**config.mk**
```make
export PLATFORM = sky130hd
export DESIGN_NAME = gcd_core
export DESIGN_NICKNAME = d
export VERILOG_FILES = /design/src/rtl/gcd_pkg.sv /design/src/rtl/gcd_step.sv /design/src/rtl/gcd_core.sv
export SDC_FILE = /design/constraint.sdc
export NUM_CORES = 1
export LEC_CHECK = 0
export ABC_AREA = 1
export ABC_CLOCK_PERIOD_IN_PS = 4200
export CAP_MARGIN = 20
export CORE_MARGIN = 2
export CORE_UTILIZATION = 63
export CTS_CLUSTER_SIZE = 8
export DETAILED_ROUTE_END_ITERATION = 10
export PLACE_DENSITY = 0.85
export SETUP_SLACK_MARGIN = 0.05
export SYNTH_ARGS = -nofsm -noshare
export SYNTH_HDL_FRONTEND = slang
export SYNTH_SLANG_ARGS = --single-unit
export TNS_END_PERCENT = 50
```
**constraint.sdc**
```tcl
create_clock -name clk -period 4.2 [get_ports clk]
set_input_delay 1.26 -clock clk [delete_from_list [all_inputs] [get_ports clk]]
set_output_delay 1.26 -clock clk [all_outputs]
set_load 0.02 [all_outputs]
```
**src/rtl/gcd_pkg.sv**
```systemverilog
// Shared types and helpers for the binary-GCD engine.
package gcd_pkg;

  typedef enum logic [1:0] {
    IDLE = 2'd0,
    CALC = 2'd1,
    DONE = 2'd2
  } gcd_state_t;

  // Callers sign-extend into this width and truncate the magnitude back to NBits.
  localparam int ABS_W = 64;

  function automatic logic [ABS_W-1:0] abs_val(input logic [ABS_W-1:0] x);
    if (x[ABS_W-1]) begin
      return ~x + 64'd1;
    end else begin
      return x;
    end
  endfunction

  function automatic int k_width(input int n);
    return $clog2(n) + 1;
  endfunction

endpackage

```
**src/rtl/gcd_step.sv**
```systemverilog
// One Stein iteration: consumes (a, b, k) and produces the next (a, b, k) or flags completion.
module gcd_step
  import gcd_pkg::*;
#(
  parameter int NBits = 16,
  parameter int KW    = k_width(NBits)
) (
  input  logic [NBits-1:0] a,
  input  logic [NBits-1:0] b,
  input  logic [KW-1:0]    k,
  output logic [NBits-1:0] a_nxt,
  output logic [NBits-1:0] b_nxt,
  output logic [KW-1:0]    k_nxt,
  output logic             done,
  output logic [NBits-1:0] result
);

  // Result is bounded by min(|x|,|y|), so restoring the common power of two cannot overflow.
  assign result = a << k;

  // Priority-ordered reduction step.
  always_comb begin
    a_nxt = a;
    b_nxt = b;
    k_nxt = k;
    done  = 1'b0;
    if (a == b) begin
      done = 1'b1;
    end else if (!a[0] && !b[0]) begin
      a_nxt = a >> 1'b1;
      b_nxt = b >> 1'b1;
      k_nxt = k + KW'(1);
    end else if (!a[0]) begin
      a_nxt = a >> 1'b1;
    end else if (!b[0]) begin
      b_nxt = b >> 1'b1;
    end else if (a > b) begin
      a_nxt = (a - b) >> 1'b1;
    end else begin
      b_nxt = (b - a) >> 1'b1;
    end
  end

endmodule

```
**src/rtl/gcd_core.sv**
```systemverilog
// Sequential GCD engine with a start/rdy level handshake; gcd with a zero operand is 0.
module gcd_core
  import gcd_pkg::*;
#(
  parameter int NBits = 16
) (
  input  logic             clk,
  input  logic             rst,
  input  logic             start,
  input  logic [NBits-1:0] xi,
  input  logic [NBits-1:0] yi,
  output logic [NBits-1:0] xo,
  output logic             rdy
);

  localparam int KW = k_width(NBits);

  gcd_state_t       state_r, state_nxt_s;
  logic [NBits-1:0] a_r, b_r, a_nxt_s, b_nxt_s;
  logic [KW-1:0]    k_r, k_nxt_s;
  logic [NBits-1:0] xo_r, xo_nxt_s;
  logic             rdy_r, rdy_nxt_s;
  logic [NBits-1:0] abs_x_s, abs_y_s;
  logic [NBits-1:0] step_a_s, step_b_s, step_res_s;
  logic [KW-1:0]    step_k_s;
  logic             step_done_s;

  assign abs_x_s = NBits'(abs_val({{(ABS_W-NBits){xi[NBits-1]}}, xi}));
  assign abs_y_s = NBits'(abs_val({{(ABS_W-NBits){yi[NBits-1]}}, yi}));

  gcd_step #(.NBits(NBits), .KW(KW)) u_step (
    .a      (a_r),
    .b      (b_r),
    .k      (k_r),
    .a_nxt  (step_a_s),
    .b_nxt  (step_b_s),
    .k_nxt  (step_k_s),
    .done   (step_done_s),
    .result (step_res_s)
  );

  // State register.
  always_ff @(posedge clk) begin
    if (rst) begin
      state_r <= IDLE;
    end else begin
      state_r <= state_nxt_s;
    end
  end

  // Next-state and next-value logic for the operand and output registers.
  always_comb begin
    state_nxt_s = state_r;
    a_nxt_s     = a_r;
    b_nxt_s     = b_r;
    k_nxt_s     = k_r;
    xo_nxt_s    = xo_r;
    rdy_nxt_s   = rdy_r;
    case (state_r)
      IDLE: begin
        rdy_nxt_s = 1'b0;
        if (start) begin
          a_nxt_s = abs_x_s;
          b_nxt_s = abs_y_s;
          k_nxt_s = {KW{1'b0}};
          if ((abs_x_s == {NBits{1'b0}}) || (abs_y_s == {NBits{1'b0}})) begin
            xo_nxt_s    = {NBits{1'b0}};
            rdy_nxt_s   = 1'b1;
            state_nxt_s = DONE;
          end else begin
            state_nxt_s = CALC;
          end
        end else begin
          state_nxt_s = IDLE;
        end
      end
      CALC: begin
        if (step_done_s) begin
          xo_nxt_s    = step_res_s;
          rdy_nxt_s   = 1'b1;
          state_nxt_s = DONE;
        end else begin
          a_nxt_s = step_a_s;
          b_nxt_s = step_b_s;
          k_nxt_s = step_k_s;
        end
      end
      DONE: begin
        // Holding start high parks here so each operation gives a single rdy rise.
        if (start) begin
          state_nxt_s = DONE;
        end else begin
          rdy_nxt_s   = 1'b0;
          state_nxt_s = IDLE;
        end
      end
      default: begin
        rdy_nxt_s   = 1'b0;
        state_nxt_s = IDLE;
      end
    endcase
  end

  // Datapath and output registers.
  always_ff @(posedge clk) begin
    if (rst) begin
      a_r   <= {NBits{1'b0}};
      b_r   <= {NBits{1'b0}};
      k_r   <= {KW{1'b0}};
      xo_r  <= {NBits{1'b0}};
      rdy_r <= 1'b0;
    end else begin
      a_r   <= a_nxt_s;
      b_r   <= b_nxt_s;
      k_r   <= k_nxt_s;
      xo_r  <= xo_nxt_s;
      rdy_r <= rdy_nxt_s;
    end
  end

  assign xo  = xo_r;
  assign rdy = rdy_r;

endmodule

```
# Yosys cells after proc, flatten, opt, wreduce, memory -nomap -nowiden
# Index checks and enable logic that the tools add are counted.
dict set report totals {
  in_bits 35
  output_inout_bits 17
  register_bits 56
  wordCells 84
}
dict set report classes {
  shift 1
  magnitude_cmp 1
  n_addsub 5
  bitwise 2
  mux 38
  reduce_logical 15
  eq_ne 14
}
# op n
set ops {}
lappend ops {{two-way mux 16 bit} 19}
lappend ops {{one-hot mux 16 bit (2 select lines)} 3}
lappend ops {{adder 16 x 1 -> 16 bit (second input constant)} 2}
lappend ops {{logical NOT 16 bit} 2}
lappend ops {{NOT 16 bit} 2}
lappend ops {{subtractor 16 bit} 2}
lappend ops {{two-way mux 5 bit} 4}
lappend ops {{equality test 16 bit} 1}
lappend ops {{greater-than comparator 16 bit} 1}
lappend ops {{<< shifter 16 x 5 -> 16 bit} 1}
lappend ops {{inequality test 2 bit (second input constant)} 6}
lappend ops {{AND reduction 6 bit} 2}
lappend ops {{one-hot mux 5 bit (2 select lines)} 1}
lappend ops {{AND reduction 5 bit} 2}
lappend ops {{two-way mux 2 bit} 4}
lappend ops {{inequality test 4 x 3 -> 1 bit (second input constant)} 2}
lappend ops {{AND reduction 4 bit} 2}
lappend ops {{one-hot mux 2 bit (3 select lines)} 1}
lappend ops {{adder 5 x 1 -> 5 bit (second input constant)} 1}
lappend ops {{two-way mux 1 bit} 5}
lappend ops {{inequality test 4 x 2 -> 1 bit (second input constant)} 1}
lappend ops {{inequality test 3 x 2 -> 1 bit (second input constant)} 1}
lappend ops {{one-hot mux 1 bit (3 select lines)} 1}
lappend ops {{equality test 2 x 1 -> 1 bit (second input constant)} 1}
lappend ops {{8 further kinds} 9}

# Logic depth before layout (Yosys ltp)
dict set report logic_depth {
  depth_word 8
  depth_mapped 18
  mapped_depth_nobuf 16
}

# Modules after synthesis
# Synthesis repeated with hierarchy kept, for this count alone.
dict set report unflattened {
  hier_cells 1305
  area_unflattened_um2 7109.3
}
# mod area_per_inst_um2 seq_area_each_um2 n_inst cells_per_inst
set modules_own_cells {}
lappend modules_own_cells {gcd_step 3618.5 0.0 1 710}
lappend modules_own_cells {gcd_core 3490.8 1121.1 1 595}

# Worst setup path before layout
# OpenSTA, ideal clock, no wires.
dict set report synth_path {
  path_type {input to register}
  from {in xi[0]}
  to {reg xo_r[7] (netlist: xo[7])}
  setup_ns 0.113
  cell_stages 14
  arrival_ns 2.735
  path_buffers 1
  required_ns 4.087
  path_slack_ns 1.352
  cell_sequence {inv_1 > ha_1 > nand3_1 > nand2_2 > nand2_1 > nand2_1 > nand3_1 > nor3_1 > nand3_2 > nand3_4 > nand3_4 > buf_6 > nor2_1 > nor2_1}
}
dict set report synth_between {
  elab_chain_len 7
}
# element line
set synth_rtl {}
lappend synth_rtl {{from (decl)} gcd_core.sv:10} ;# input logic [NBits-1:0] xi,
lappend synth_rtl {{NOT 16 bit} gcd_pkg.sv:15} ;# return ~x + 64'd1;
lappend synth_rtl {{adder 16 x 1 -> 16 bit} gcd_pkg.sv:15}
lappend synth_rtl {{two-way mux 16 bit *} gcd_pkg.sv:14} ;# if (x[ABS_W-1]) begin
lappend synth_rtl {{logical NOT 16 bit *} gcd_core.sv:66} ;# if ((abs_x_s == {NBits{1'b0}}) || (abs_y_s == {NBits{1'b0}})) begin
lappend synth_rtl {{logical OR 1 bit *} gcd_core.sv:66}
lappend synth_rtl {{inequality test 2 bit (no source line) *} --}
lappend synth_rtl {{AND reduction 4 bit (no source line) *} --}
lappend synth_rtl {{to (signal assigned)} gcd_core.sv:110} ;# xo_r <= {NBits{1'b0}};
lappend synth_rtl {{to (signal assigned)} gcd_core.sv:116} ;# xo_r <= xo_nxt_s;
lappend synth_rtl {{to (decl)} gcd_core.sv:21} ;# logic [NBits-1:0] xo_r, xo_nxt_s;
# Mark *: on every way between the ends. The rest lies on a longest branch, timed or not.
# A chain may end at the register's enable or synchronous reset.

# Final worst setup path
dict set report layout_path {
  from {reg a_r[0]}
  to {reg a_r[10]}
}
dict set report layout_between {
  elab_chain_len 8
  word_cells_on_any_way 18
  cone_classes {add/sub (1); order compare (1); eq/ne (5); mux (8); reduce/logical (3)}
}
# element line
set layout_rtl {}
lappend layout_rtl {{from (decl)} gcd_core.sv:19} ;# logic [NBits-1:0] a_r, b_r, a_nxt_s, b_nxt_s;
lappend layout_rtl {{from (signal assigned)} gcd_core.sv:107} ;# a_r <= {NBits{1'b0}};
lappend layout_rtl {{from (signal assigned)} gcd_core.sv:113} ;# a_r <= a_nxt_s;
lappend layout_rtl {{subtractor 16 bit} gcd_step.sv:38} ;# a_nxt = (a - b) >> 1'b1;
lappend layout_rtl {{two-way mux 16 bit} gcd_step.sv:37} ;# end else if (a > b) begin
lappend layout_rtl {{two-way mux 16 bit} gcd_step.sv:35} ;# end else if (!b[0]) begin
lappend layout_rtl {{two-way mux 16 bit} gcd_step.sv:33} ;# end else if (!a[0]) begin
lappend layout_rtl {{two-way mux 16 bit} gcd_step.sv:29} ;# end else if (!a[0] && !b[0]) begin
lappend layout_rtl {{two-way mux 16 bit} gcd_step.sv:27} ;# if (a == b) begin
lappend layout_rtl {{two-way mux 16 bit} gcd_core.sv:78} ;# if (step_done_s) begin
lappend layout_rtl {{one-hot mux 16 bit (2 select lines)} gcd_core.sv:59} ;# case (state_r)
# Parallel ways exist; a longest one is shown, timed or not. The select of a mux whose other input is x is not followed.

==> impl_metrics.json <==
{
  "synth_top_area_share_pct": 18.1,
  "diodes": 0,
  "hold_buffers": 0,
  "final_common_cell": "nand2_1",
  "die_w_um": 103,
  "fp-row-count": 36,
  "dr.pass1.iters": 6,
  "synth_area_um2": 6190,
  "place.gp.congestion": 0.979,
  "r2r_end": "a_r[10]",
  "yosys_warnings": 0,
  "cp_top_family": "compound AO/OA/AOI/OAI gates",
  "h-tree-depth": 2,
  "finalPower_mw": 3.19,
  "critPathMaxStageDelay_ns": 0.55,
  "pwr-share-comb_pct": 66.0,
  "routedWlPerCell_um": 14.8,
  "synthToLayoutAreaGrowth_pct": 9.28,
  "hold_path_class": "register to register",
  "switching_share_pct": 54.9,
  "cp_num_cells": 10,
  "clk_latency_ns": 0.32,
  "die_h_um": 103,
  "pwr-share-seq_pct": 23.8,
  "irDropWorstVdd_v": 0.000343,
  "power_leakage_nw": 3.20,
  "path_cells": "inv_1 > ha_1 > fa_1 > o21ai_1 > a21oi_2 > o21ai_2 > nand3_1 > o21ai_0 > o21ai_0 > a21oi_1",
  "fillCellCount": 947,
  "fin_skew_ns": 0.0194,
  "drv_slew": 0,
  "critPathArrivalTime_ns": 3.87,
  "wl_um": 17900,
  "reg2reg_from": "a_r[0]",
  "grt_max_degree": 52,
  "grt_pass1_wl_um": 28800,
  "slew_headroom_pct": 35.3,
  "pwr-share-clk_pct": 10.2,
  "grt-ovfl-total": 0,
  "fmax_mhz": 278,
  "drtAntennaViolNets": 0,
  "start_util_pct": 64.2,
  "cts_tree": "built",
  "final_cells": 1216,
  "synthFlopType": "dfxtp_1",
  "internal-power_mw": 1.44,
  "tightest_slew_ns": 0.969,
  "rrSetupSlack_ns": 0.60,
  "num-nets-final": 1155,
  "cp_max_fo": 14,
  "period_needed_ns": 3.60,
  "finalHoldViolCount": 0,
  "synth_nets": 1136,
  "syn_avg_cell_area_um2": 5.82,
  "die_area_um2": 10600,
  "syn_inst": 1063,
  "timing.critical_path.required_ns": 4.47,
  "coreArea_um2": 9640,
  "path_class": "register to register",
  "final_cell_mix": "nand2_1 (260), inv_1 (141), nor2_1 (114), nand3_1 (90), a21oi_1 (89)",
  "port_buffers": 51,
  "cap_violations": 0,
  "rr_worst_depth": 10,
  "hold_depth": 2,
  "worst_path_max_delay_cell": "o21ai_0",
  "cts_setup_buffers": 0,
  "status": "completed",
  "synth_edf_count": 0,
  "grt_setup_unrepaired": "false",
  "finalCritPeriodShare_pct": 85.8,
  "power_density_nw_per_um2": 472,
  "ctsResizeCount": 0,
  "drive_gt1_share_pct": 5.08,
  "setup-violations-final": 0,
  "ios": 52,
  "dpl.cell_count": 1208,
  "hpwlAfterDp_um": 14600,
  "yosysTopAreaCell": "dfxtp_1",
  "p_switching_mw": 1.75,
  "grt_pass1_vias": 5966,
  "yosysSeqAreaShare_pct": 18.1,
  "crit_top_cell": "o21ai_0",
  "via_per_inst": 5.63,
  "yosys_register_bits": 56,
  "grt_antenna_before_repair": 0,
  "worst_setup_path_end_kind": "register",
  "first_iter_violations": 508,
  "cp-start-kind": "register",
  "post-route-drc-count": 0,
  "synth_area_leaders": "dfxtp_1 (18%), nand2_1 (16%), inv_1 (8.6%), ha_1 (7.3%), nand3_1 (7.3%)",
  "crit_path_end": "a_r[10]",
  "clockBufferDepth": 2,
  "cp.buffers_inverters": 1,
  "ys_types": 46,
  "via_count": 6851,
  "clock-sinks": 56,
  "fin_setup_tns_ns": 0,
  "clkSlewWorstSetupHoldPaths_ns": 0.12,
  "track_usage_pct": 34.5,
  "synthArstFlopShare_pct": 0,
  "crit_start": "a_r[0]",
  "root_buffer": "clkbuf_8",
  "numCtsBuffers": 5
}
final cells by class:
type	instances	area [um^2]	share of cell area, %
repair buffers	55	541	8.00
flip-flops and latches	56	1120	16.6
clock buffers	5	68.8	1.02
multi-input cells	812	4260	63.0
clock inverters	3	27.5	0.407
well taps	133	166	2.46
inverters	152	578	8.55
cells in the mapped netlist (2+ instances only):
cell,number
a21oi_1,89
a21oi_2,2
a32oi_1,2
and3_1,2
buf_2,11
buf_4,2
buf_6,6
clkbuf_1,22
clkinv_1,2
dfxtp_1,56
fa_1,2
ha_1,36
inv_1,141
inv_2,7
mux2i_1,2
nand2_1,260
nand2_2,6
nand2_4,3
nand3_1,90
nand3_2,6
nand3_4,2
nand3b_1,5
nand4_1,22
nor2_1,114
nor2_2,5
nor2_4,2
nor3_1,10
nor3b_1,2
o211ai_1,3
o21ai_0,86
o21ai_1,10
o21ai_2,6
o21bai_1,10
o22ai_1,4
xnor2_1,2
xor2_1,23
layer usage:
layer	vias to the layer above	part of all wire, %	GRT usage, %
met3	57	5.5	3.66
met1	3063	43	44.0
met5	-	0	0
met2	244	47	58.8
li1	3487	-	-
met4	0	4.7	15.2
how the worst min path moves through the flow:
stage,start,to,slack [ns]
after global placement,rdy,rdy,0.45
after floorplan,b_r[15],b_r[15],0.46
after global routing,rdy,rdy,0.51
final,rdy,rdy,0.47
after detailed placement,rdy,rdy,0.45
after CTS,rdy,rdy,0.47
stage by stage:
stage               hold WS [ns]  worst slack (ns)  instance area, um^2  utilization [%]
detailed placement         0.454             0.455                 6660             69.1
global placement           0.451             0.503                 6660             69.1
floorplan                  0.458              1.35                 6190                -
global route               0.508             0.487                 6760             70.1
CTS                        0.471             0.776                 6760             70.1
finish                     0.468             0.597                 6760             70.1
sequential cells by signal, summed over array words and instances, names as in the netlist:
register / flops
a_r: 16
b_r: 16
k_r: 5
rdy: 1
state_r: 2
xo: 16
logic make-up after synthesis:
logic type | synth area share, %
compound gates | 18.8
fa+ha+maj | 7.93
xor+xnor | 3.54
flops | 18.1
simple gates | 38.2
buf+inv | 13.0
mux | 0.324
power by group through the flow:
stage | registers (mW) | logic, mW | clock network [mW]
CTS | 0.756 | 2.06 | 0.325
global route | 0.773 | 2.34 | 0.348
detailed placement | 0.768 | 2.05 | 0
floorplan | 0.726 | 1.55 | 0
finish | 0.761 | 2.11 | 0.325
global placement | 0.766 | 2.05 | 0
tightest hold or removal path, delay by kind of cell, from the launching register on:
| family | cells | cell delay (ns) |
|---|---|---|
| DFF | 1 | 0.33 |
| and+or+nand+nor | 1 | 0.06 |
| AOI/OAI and AO/OA | 1 | 0.05 |
(Power assumes the default switching activity.)
